$ cat config.mk
export PLATFORM = sky130hd
export DESIGN_NAME = vit_frame_loader_flat
export DESIGN_NICKNAME = d
export VERILOG_FILES = /design/src/rtl/vit_pkg.sv /design/src/rtl/vit_frame_loader_if.sv /design/src/rtl/vit_sb_packer.sv /design/src/rtl/vit_frame_loader.sv /design/src/flat_wrapper.sv
export SDC_FILE = /design/constraint.sdc
export NUM_CORES = 1
export LEC_CHECK = 0
export CAP_MARGIN = 10
export CORE_ASPECT_RATIO = 0.7
export CORE_MARGIN = 2
export CORE_UTILIZATION = 43
export CTS_CLUSTER_DIAMETER = 120
export DETAILED_ROUTE_END_ITERATION = 16
export GPL_TIMING_DRIVEN = 0
export HOLD_SLACK_MARGIN = 0.08
export PLACE_DENSITY = 0.7
export SYNTH_ARGS = -nofsm -noshare
export SYNTH_HDL_FRONTEND = slang
export SYNTH_HIERARCHICAL = 1
export SYNTH_SLANG_ARGS = --single-unit
export TNS_END_PERCENT = 10
$ cat constraint.sdc
create_clock -name clk_i -period 7 [get_ports clk_i]
set_clock_uncertainty 0.05 [all_clocks]
set_input_delay 1.4 -clock clk_i [delete_from_list [all_inputs] [get_ports clk_i]]
set_output_delay 1.4 -clock clk_i [all_outputs]
set_load 0.02 [all_outputs]
$ cat src/rtl/vit_pkg.sv
// Shared definitions for the Viterbi front-end: loader states, packing
// geometry and default widths.
package vit_pkg;

   localparam int DEF_ADDR_W        = 12;
   localparam int DEF_CNT_W         = 14;
   localparam int SOFTBITS_PER_WORD = 3;

   localparam logic [7:0] ERASURE = 8'h00;

   typedef enum logic [2:0] {
      ST_IDLE,
      ST_FILL,
      ST_FLUSH,
      ST_KICK,
      ST_WAIT_DONE
   } loader_state_t;

endpackage

$ cat src/rtl/vit_frame_loader_if.sv
// Bundle of the frame loader's control, soft-bit stream, SRAM write and
// core handshake signals. The slave side is the loader itself.
interface vit_frame_loader_if
   import vit_pkg::*;
#(
   parameter int ADDR_W = DEF_ADDR_W,
   parameter int CNT_W  = DEF_CNT_W
) ();

   logic              load_start;
   logic [CNT_W-1:0]  softbit_count;
   logic [ADDR_W-1:0] start_addr;
   logic              s_valid;
   logic [7:0]        s_data;
   logic              s_ready;
   logic              mem_wr;
   logic [ADDR_W-1:0] mem_addr;
   logic [23:0]       mem_wdata;
   logic              frame_start;
   logic              frame_done;
   logic              busy;
   logic [ADDR_W:0]   words;

   modport master (
      output load_start, softbit_count, start_addr, s_valid, s_data, frame_done,
      input  s_ready, mem_wr, mem_addr, mem_wdata, frame_start, busy, words
   );

   modport slave (
      input  load_start, softbit_count, start_addr, s_valid, s_data, frame_done,
      output s_ready, mem_wr, mem_addr, mem_wdata, frame_start, busy, words
   );

endinterface

$ cat src/rtl/vit_sb_packer.sv
// Packs accepted signed soft bits three to a 24-bit word, padding a short
// final word with erasures. Emits a one-cycle registered word strobe.
module vit_sb_packer
   import vit_pkg::*;
(
   input  logic        clk_i,
   input  logic        rst_i,
   input  logic        clear,
   input  logic        accept,
   input  logic        last,
   input  logic [7:0]  data,
   output logic        word_valid,
   output logic [23:0] word
);

   localparam logic [1:0] LAST_LANE = 2'(SOFTBITS_PER_WORD - 1);

   logic [1:0]  idx_q;
   logic [7:0]  lane0_q;
   logic [7:0]  lane1_q;
   logic        valid_q;
   logic [23:0] word_q;
   logic        commit;
   logic [23:0] word_c;

   // Build the outgoing word: the arriving beat fills its lane, later lanes read as erasures
   always_comb begin
      word_c = {ERASURE, ERASURE, ERASURE};
      commit = accept && ((idx_q == LAST_LANE) || last);
      case (idx_q)
         2'd0:    word_c = {ERASURE, ERASURE, data};
         2'd1:    word_c = {ERASURE, data, lane0_q};
         default: word_c = {data, lane1_q, lane0_q};
      endcase
   end

   // Lane storage, lane index and the registered word strobe
   always_ff @(posedge clk_i or posedge rst_i) begin
      if (rst_i) begin
         idx_q   <= 2'd0;
         lane0_q <= ERASURE;
         lane1_q <= ERASURE;
         valid_q <= 1'b0;
         word_q  <= 24'd0;
      end else if (clear) begin
         idx_q   <= 2'd0;
         lane0_q <= ERASURE;
         lane1_q <= ERASURE;
         valid_q <= 1'b0;
         word_q  <= 24'd0;
      end else begin
         valid_q <= commit;
         if (commit) begin
            word_q  <= word_c;
            idx_q   <= 2'd0;
            lane0_q <= ERASURE;
            lane1_q <= ERASURE;
         end else if (accept) begin
            if (idx_q == 2'd0) lane0_q <= data;
            else               lane1_q <= data;
            idx_q <= idx_q + 2'd1;
         end
      end
   end

   assign word_valid = valid_q;
   assign word       = word_q;

endmodule

$ cat src/rtl/vit_frame_loader.sv
// Frame loader in front of viterbi_core: streams a frame of soft bits into
// the input SRAM, kicks the core, then waits for it to finish.
module vit_frame_loader
   import vit_pkg::*;
#(
   parameter int ADDR_W = DEF_ADDR_W,
   parameter int CNT_W  = DEF_CNT_W
) (
   input  logic               clk_i,
   input  logic               rst_i,
   input  logic               rst_sync_i,
   vit_frame_loader_if.slave  bus
);

   loader_state_t state_q, state_n;

   logic [CNT_W-1:0]  remain_q;
   logic [ADDR_W-1:0] addr_q;
   logic [ADDR_W:0]   words_q;
   logic              ready_q;
   logic              busy_q;
   logic              kick_q;
   logic              accept;
   logic              last;
   logic              start_ok;
   logic              word_valid;
   logic [23:0]       word;

   assign start_ok = (state_q == ST_IDLE) && bus.load_start && (bus.softbit_count != '0);
   assign accept   = bus.s_valid && ready_q;
   assign last     = (remain_q == CNT_W'(1));

   // Next-state selection for the load / kick / wait sequence
   always_comb begin
      state_n = state_q;
      case (state_q)
         ST_IDLE:      if (start_ok) state_n = ST_FILL;
         ST_FILL:      if (accept && last) state_n = ST_FLUSH;
         ST_FLUSH:     state_n = ST_KICK;
         ST_KICK:      state_n = ST_WAIT_DONE;
         ST_WAIT_DONE: if (bus.frame_done) state_n = ST_IDLE;
         default:      state_n = ST_IDLE;
      endcase
   end

   // State register and registered handshake outputs derived from it
   always_ff @(posedge clk_i or posedge rst_i) begin
      if (rst_i) begin
         state_q <= ST_IDLE;
         ready_q <= 1'b0;
         busy_q  <= 1'b0;
         kick_q  <= 1'b0;
      end else if (rst_sync_i) begin
         state_q <= ST_IDLE;
         ready_q <= 1'b0;
         busy_q  <= 1'b0;
         kick_q  <= 1'b0;
      end else begin
         state_q <= state_n;
         ready_q <= (state_n == ST_FILL);
         busy_q  <= (state_n != ST_IDLE);
         kick_q  <= (state_q == ST_KICK);
      end
   end

   // Remaining count, write address (advanced as each word retires) and word tally
   always_ff @(posedge clk_i or posedge rst_i) begin
      if (rst_i) begin
         remain_q <= '0;
         addr_q   <= '0;
         words_q  <= '0;
      end else if (rst_sync_i) begin
         remain_q <= '0;
         addr_q   <= '0;
         words_q  <= '0;
      end else if (start_ok) begin
         remain_q <= bus.softbit_count;
         addr_q   <= bus.start_addr;
         words_q  <= '0;
      end else begin
         if (accept) remain_q <= remain_q - CNT_W'(1);
         if (word_valid) begin
            addr_q <= addr_q + ADDR_W'(1);
            if (words_q != '1) words_q <= words_q + (ADDR_W+1)'(1);
         end
      end
   end

   vit_sb_packer u_packer (
      .clk_i      (clk_i),
      .rst_i      (rst_i),
      .clear      (rst_sync_i || start_ok),
      .accept     (accept),
      .last       (last),
      .data       (bus.s_data),
      .word_valid (word_valid),
      .word       (word)
   );

   assign bus.s_ready     = ready_q;
   assign bus.mem_wr      = word_valid;
   assign bus.mem_addr    = addr_q;
   assign bus.mem_wdata   = word;
   assign bus.frame_start = kick_q;
   assign bus.busy        = busy_q;
   assign bus.words       = words_q;

endmodule

$ cat src/flat_wrapper.sv
// flat-port wrapper written by rule: the top's interface ports become plain ports
module vit_frame_loader_flat import vit_pkg::*;
#(
   parameter int ADDR_W = DEF_ADDR_W,
   parameter int CNT_W  = DEF_CNT_W
)
  (clk_i, rst_i, rst_sync_i, bus_load_start, bus_softbit_count, bus_start_addr, bus_s_valid, bus_s_data, bus_frame_done, bus_s_ready, bus_mem_wr, bus_mem_addr, bus_mem_wdata, bus_frame_start, bus_busy, bus_words);
  vit_frame_loader_if #(.ADDR_W(ADDR_W), .CNT_W(CNT_W)) bus_i ();
  input  logic clk_i;
  input  logic rst_i;
  input  logic rst_sync_i;
  input wire logic [$bits(bus_i.load_start)-1:0] bus_load_start;
  input wire logic [$bits(bus_i.softbit_count)-1:0] bus_softbit_count;
  input wire logic [$bits(bus_i.start_addr)-1:0] bus_start_addr;
  input wire logic [$bits(bus_i.s_valid)-1:0] bus_s_valid;
  input wire logic [$bits(bus_i.s_data)-1:0] bus_s_data;
  input wire logic [$bits(bus_i.frame_done)-1:0] bus_frame_done;
  output wire logic [$bits(bus_i.s_ready)-1:0] bus_s_ready;
  output wire logic [$bits(bus_i.mem_wr)-1:0] bus_mem_wr;
  output wire logic [$bits(bus_i.mem_addr)-1:0] bus_mem_addr;
  output wire logic [$bits(bus_i.mem_wdata)-1:0] bus_mem_wdata;
  output wire logic [$bits(bus_i.frame_start)-1:0] bus_frame_start;
  output wire logic [$bits(bus_i.busy)-1:0] bus_busy;
  output wire logic [$bits(bus_i.words)-1:0] bus_words;
  assign bus_i.load_start = bus_load_start;
  assign bus_i.softbit_count = bus_softbit_count;
  assign bus_i.start_addr = bus_start_addr;
  assign bus_i.s_valid = bus_s_valid;
  assign bus_i.s_data = bus_s_data;
  assign bus_i.frame_done = bus_frame_done;
  assign bus_s_ready = bus_i.s_ready;
  assign bus_mem_wr = bus_i.mem_wr;
  assign bus_mem_addr = bus_i.mem_addr;
  assign bus_mem_wdata = bus_i.mem_wdata;
  assign bus_frame_start = bus_i.frame_start;
  assign bus_busy = bus_i.busy;
  assign bus_words = bus_i.words;
  vit_frame_loader #(.ADDR_W(ADDR_W), .CNT_W(CNT_W)) u_core (.clk_i(clk_i), .rst_i(rst_i), .rst_sync_i(rst_sync_i), .bus(bus_i));
endmodule
* Word-level counts from Yosys, hierarchy flattened
Index checks and enable logic that the tools add are counted.
** Storage, ports and cells
- Bits in registers :: 88
- Latch bits :: 0
- RAM bits :: 0
- ROM bits :: 0
- Input bits :: 40
- Output and inout port bits :: 53
- Word-level logic and storage cells :: 79
- Memories kept :: 0
** Cells by class
- $add $sub $neg :: 4
- Multiply operators :: 0
- Div/mod/pow operators :: 0
- Magnitude comparators :: 0
- Eq/ne operators :: 10
- Shift-type cells :: 0
- Multiplexer cells :: 33
- Bitwise operators :: 0
- Reductions and logical operators :: 20
** Operator list (number)
- $mux 8 :: 8
- $mux 13 :: 4
- $mux 24 :: 2
- $pmux 24 s2 :: 1
- $mux 14 :: 3
- $mux 12 :: 3
- $reduce_bool 3->1 :: 6
- $pmux 3 s5 :: 1
- $eq 14x1->1 const B :: 1
- $reduce_bool 14->1 :: 1
- $sub 14x1->14 const B :: 1
- $add 13x1->13 const B :: 1
- $ne 13x13->1 const B :: 1
- $add 12x1->12 const B :: 1
- $mux 3 :: 4
- $eq 3x1->1 const B :: 2
- $eq 3x2->1 const B :: 2
- $mux 2 :: 3
- $reduce_and 2->1 :: 3
- $logic_and 1x1->1 :: 5
- $mux 1 :: 4
- $eq 3x3->1 const B :: 1
- $logic_not 3->1 :: 1
- $ne 3x3->1 const B :: 1
- other kinds (6) :: 7

* Depth between registers and ports, before layout
Gate-level depths: netlist of the first run.
- Depth after elaboration :: 7
- Gate-level depth with buffers :: 10
- Mapped depth without buffers :: 7

* By module
The synthesis of the first run kept the hierarchy.
** By module, submodules not included
- vit_frame_loader :: instances 1, cells an instance 274, area an instance 2597.5 um2, seq. area each 1126.1 um2
- vit_sb_packer :: instances 1, cells an instance 184, area an instance 2030.7 um2, seq. area each 1076.0 um2

* Least setup slack after synthesis of the first run
Ideal clock, no wire load.
- Kind :: in2reg
- Start :: in bus_softbit_count[9]
- End :: reg u_core.u_packer.lane0_q[2]
- Library setup time :: 0.076 ns
- Arrival :: 3.125 ns
- Data required time :: 6.874 ns
- Setup slack :: 3.748 ns
- Stages on the path :: 9
- Buffers on the path :: 4
- Cell sequence :: nor4_1 and4_1 buf_2 o21ai_1 buf_2 buf_2 or3_1 clkbuf_2 o21ai_1
** On the way
- Cells in the longest elaborated chain, start to end :: 5
- Elaborated cells on any way between the ends :: 7
- Classes of those cells :: mux (1); reduce/logical (6)
** Ends and longest elaborated chain
- start, declared :: line flat_wrapper.sv:13 : input wire logic [$bits(bus_i.softbit_count)-1:0] bus_softbit_count;
- $reduce_bool 14->1 * :: line vit_frame_loader.sv:29 : assign start_ok = (state_q == ST_IDLE) && bus.load_start && (bus.softbit_count != '0);
- $logic_and 1x1->1 * :: line vit_frame_loader.sv:29
- $logic_or 1x1->1 * :: line vit_frame_loader.sv:92 : .clear (rst_sync_i || start_ok),
- $reduce_bool 3->1 (no source line)
- $reduce_and 2->1 (no source line)
- end signal, assigned :: line vit_sb_packer.sv:59 : if (idx_q == 2'd0) lane0_q <= data;
- end, declared :: line vit_sb_packer.sv:19 : logic [7:0] lane0_q;
Mark *: on every way between the ends. The rest lies on a longest branch, timed or not.
A chain may end at the register's enable or synchronous reset.

* Worst setup path in the final report of the first run
Ends and elaborated chain as after synthesis.

==> results of run 1 <==
stage by stage:
stage          cells  hold slack [ns]  worst slack, ns    util  power, uW
2_1_floorplan    458           0.4197            3.748       -      646.7
3_3_place_gp     682           0.4271            2.643  0.5497      714.8
3_5_place_dp     684           0.4262            2.588  0.5536      721.0
4_1_cts          698           0.4429            2.938  0.5781       1154
5_1_grt          698           0.4641            2.671  0.5781       1186
6_report         698           0.4396            2.881  0.5781       1144
synthesized netlist by cell type, types with 4 or more instances:
cell       count
dfrtp_1       88
a21oi_1       39
nand2_1       23
xor2_1        19
inv_1         18
o31ai_1       17
o2bb2ai_1     16
nor3_1        15
nor2_1        13
nand3_1       12
nand4_1       12
a22oi_1       11
buf_2         11
a211oi_1      10
clkbuf_1      10
o21ai_1       10
nand2b_1       9
a22o_1         8
nor3b_1        8
a31oi_1        7
ha_1           7
nor4_1         7
o21ai_0        7
or3_1          7
xnor2_1        7
nand3b_1       6
nor2b_1        6
and3_1         5
buf_4          5
o32ai_1        5
and4_1         4
or2_2          4
cell usage in the layout (no fill, tap or decap), types with 8 or more instances in the layout:
cell and n:
a211oi_1 10, a21oi_1 39, a22o_1 8, a22oi_1 11
buf_2 11, clkbuf_1 13, clkbuf_16 9, clkdlybuf4s50_1 92
dfrtp_1 88, inv_1 16, nand2_1 23, nand2b_1 9
nand3_1 12, nand4_1 12, nor2_1 13, nor3_1 15
nor3b_1 8, o21ai_1 10, o2bb2ai_1 16, o31ai_1 17
xor2_1 19
report_power, final:
group | leakage, uW | internal [uW] | switching, uW
Sequential | 0.00120 | 526 | 19.1
Combinational | 0.00106 | 72.8 | 95.5
Clock | 0.000126 | 246 | 185
area by class of cell:
cell class | count | area, um2
multi-input cells | 322 | 2205
flip-flops and latches | 88 | 2202
repair buffers | 94 | 960.9
inverters | 18 | 67.56
plain buffers | 30 | 153.9
clock inverters | 1 | 5.005
fillers | 905 | 4385
well taps | 132 | 165.2
clock buffers | 13 | 250.2
worst max-delay path by stage:
stage,start,end,slack (ns),cells past startpoint
floorplan,bus_softbit_count[9],u_core/u_packer/lane0_q[2],3.75,9
global placement,bus_softbit_count[5],u_core/u_packer/word[5],2.64,10
detailed placement,bus_softbit_count[9],u_core/u_packer/lane0_q[2],2.59,11
CTS,bus_softbit_count[9],u_core/u_packer/lane0_q[2],2.94,11
global route,bus_softbit_count[9],u_core/u_packer/lane0_q[2],2.67,11
finish,bus_softbit_count[9],u_core/u_packer/lane0_q[2],2.88,11
state kept, by name, summed over array words and instances, names as in the netlist:
name	count
u_core/bus.busy	1
u_core/bus.frame_start	1
u_core/bus.mem_addr	12
u_core/bus.s_ready	1
u_core/bus.words	13
u_core/remain_q	14
u_core/state_q	3
u_core/u_packer/idx_q	2
u_core/u_packer/lane0_q	8
u_core/u_packer/lane1_q	8
u_core/u_packer/word	24
u_core/u_packer/word_valid	1
worst max-delay path: stages:
cell and delay [ns]:
clkdlybuf4s50_1 0.43, nor4_1 0.45, and4_1 0.28, buf_2 0.22, o21ai_1 0.19, buf_2 0.24
buf_2 0.21, buf_6 0.16, nor2_1 0.49, nand2_1 0.15, o21ai_1 0.11
logic make-up (layout without fill, tap and decap cells):
logic type,count (synthesis),count (layout),synth area share
xor gates and xnor gates,26,26,0.04920
AOI/OAI and AO/OA,140,140,0.2098
muxes,3,3,0.006488
adders and majority gates,7,7,0.01892
DFF,88,88,0.4758
buffers and inverters,48,156,0.04785
and+or+nand+nor,146,146,0.1919
per-layer routing:
metal	up-vias	wire length (um)	GRT usage
met5	-	0	0
met4	0	125	0.05678
met3	11	632	0.05391
met2	118	5184	0.3021
met1	2007	6030	0.3208
li1	1925	-	-
==> results.md, run 1 <==
* Status: complete, no violations
* HP Start: u_core/u_packer/word[13]
* Reg-to-reg slack, setup at 4.19 ns
* GRT Util Overall at 0.2126
* Initial DRC count at ~310
* CP arrival at 4.32 ns
* Slew margin rel. at 0.5856
* Remaining DRCs at 0
* TritonCTS clock tree: yes
* Routed wire length at 11.97 mm
* Maxcap violations at 0
* CTS root buf: clkbuf_16
* Synth async-reset ratio at 1.000
* EDFF count, synth at 0
* GP Congestion at 0.8417
* DRT antenna net count at 0
* Post-route minimum period at about 4.1 ns
* Final setup fails at 0
* Die area at around 12,000 um2
* Vias per cell at a little under 6
* Startpoint Class: input port
* CTS sink count at 88
* Reg2reg path depth at 9
* Cell area after layout at 6010 um2
* Port Buffers at a little over 90
* Syn nets at around 500
* Post-Syn Area per Cell at 10.11 um2
* Layout Nets at slightly above 600
* Top Ports at 93
* Row count at 31
* First-pass GRT wire length at roughly 20 mm
* Initial DRT Pass Iterations at 4
* Hold crit path type: register to register
* # diodes at 0
* Max VDD drop at 0.1373 mV
* Synth Warn # at 6
* Resize count post-CTS at 0
* Setup CP Type: input port to register
* Vias in the first global route at between 3,000 and 4,000
* Initial antenna violation count at 0
* Endpoints failing hold at 0
* RSZ-0062 raised after global routing: false
* Post-CTS setup buffer count at 0
* Starting Density at 0.4452
* Reg clk slew, reported paths at roughly 0.06 ns
* Synth Register Bits at between 80 and 90
* Hold Buf Count CTS at 0
* WHS Path Cells at 1
* DR WL/cell at roughly 17 um
* Pin count of the biggest net entering global routing at 44
* Clk Latency, worst-skew pair at about 0.33 ns
* Die X at about 130 um
* Detailed Place HPWL at between 8 and 9 mm
* DIE HEIGHT at between 90 and 100 um
* Reg2reg start: u_core/state_q[0]
* Crit end category: register
* Hold endpoint: u_core/u_packer/word[13]
* Max Slew Vio Count at 0
* Top cells by area, synth: dfrtp_1, a21oi_1, xor2_1, o2bb2ai_1, o31ai_1
* Setup TNS at 0 ns
* DP Area at 5754 um2
* Synthesized area at ~4600 um2
* Leak at between 0.002 and 0.0025 uW
* H-tree Lvls at 3
* Pwr Density at ~190 nW/um2
* CTS buffer count at 9
* Post-Syn Instances at approximately 460
* Post-synth top area share at 0.4758
* Yosys top cell by area: dfrtp_1
* Worst slew pin tran at slightly above 0.6 ns
* Post-route clock period utilization at 0.5884
* FMAX at approximately 240 MHz
* CP required at roughly 7.2 ns
* Critical Path Fanout Max at 10
* Area growth syn-to-layout at 29.85%
* Share of layout cells above drive strength 1 at 0.08481
* Post-synthesis cell type count at 56
* Core ar. at between 10,000 and 15,000 um2
* Sequential-to-total area share from yosys stat at 0.4758
* Capturing point of the worst reg2reg path: u_core/u_packer/word[2]
* GRT overflow at 0
* Via count at 4,061
* Most used DFF post-synth: dfrtp_1
* Clock Tree Buf Depth at 2
No activity file was read; power rests on OpenSTA's default activity.
==> run 2, diff against run 1 <==
- clock period: 7 -> 3.9 ns (I/O delays scaled with it)
==> results of run 2 <==
Same layout as run 1 (identical final DEF). Status: complete, no violations.
Main changes from that run: setup slack after placement 2.588 ns -> 0.1083 ns; setup slack after layout 2.881 ns -> 0.4011 ns; register-to-register setup slack 4.19 ns -> 1.09 ns; total power 1144 uW -> 2054 uW; worst IR drop on VDD 0.1373 mV -> 0.2464 mV
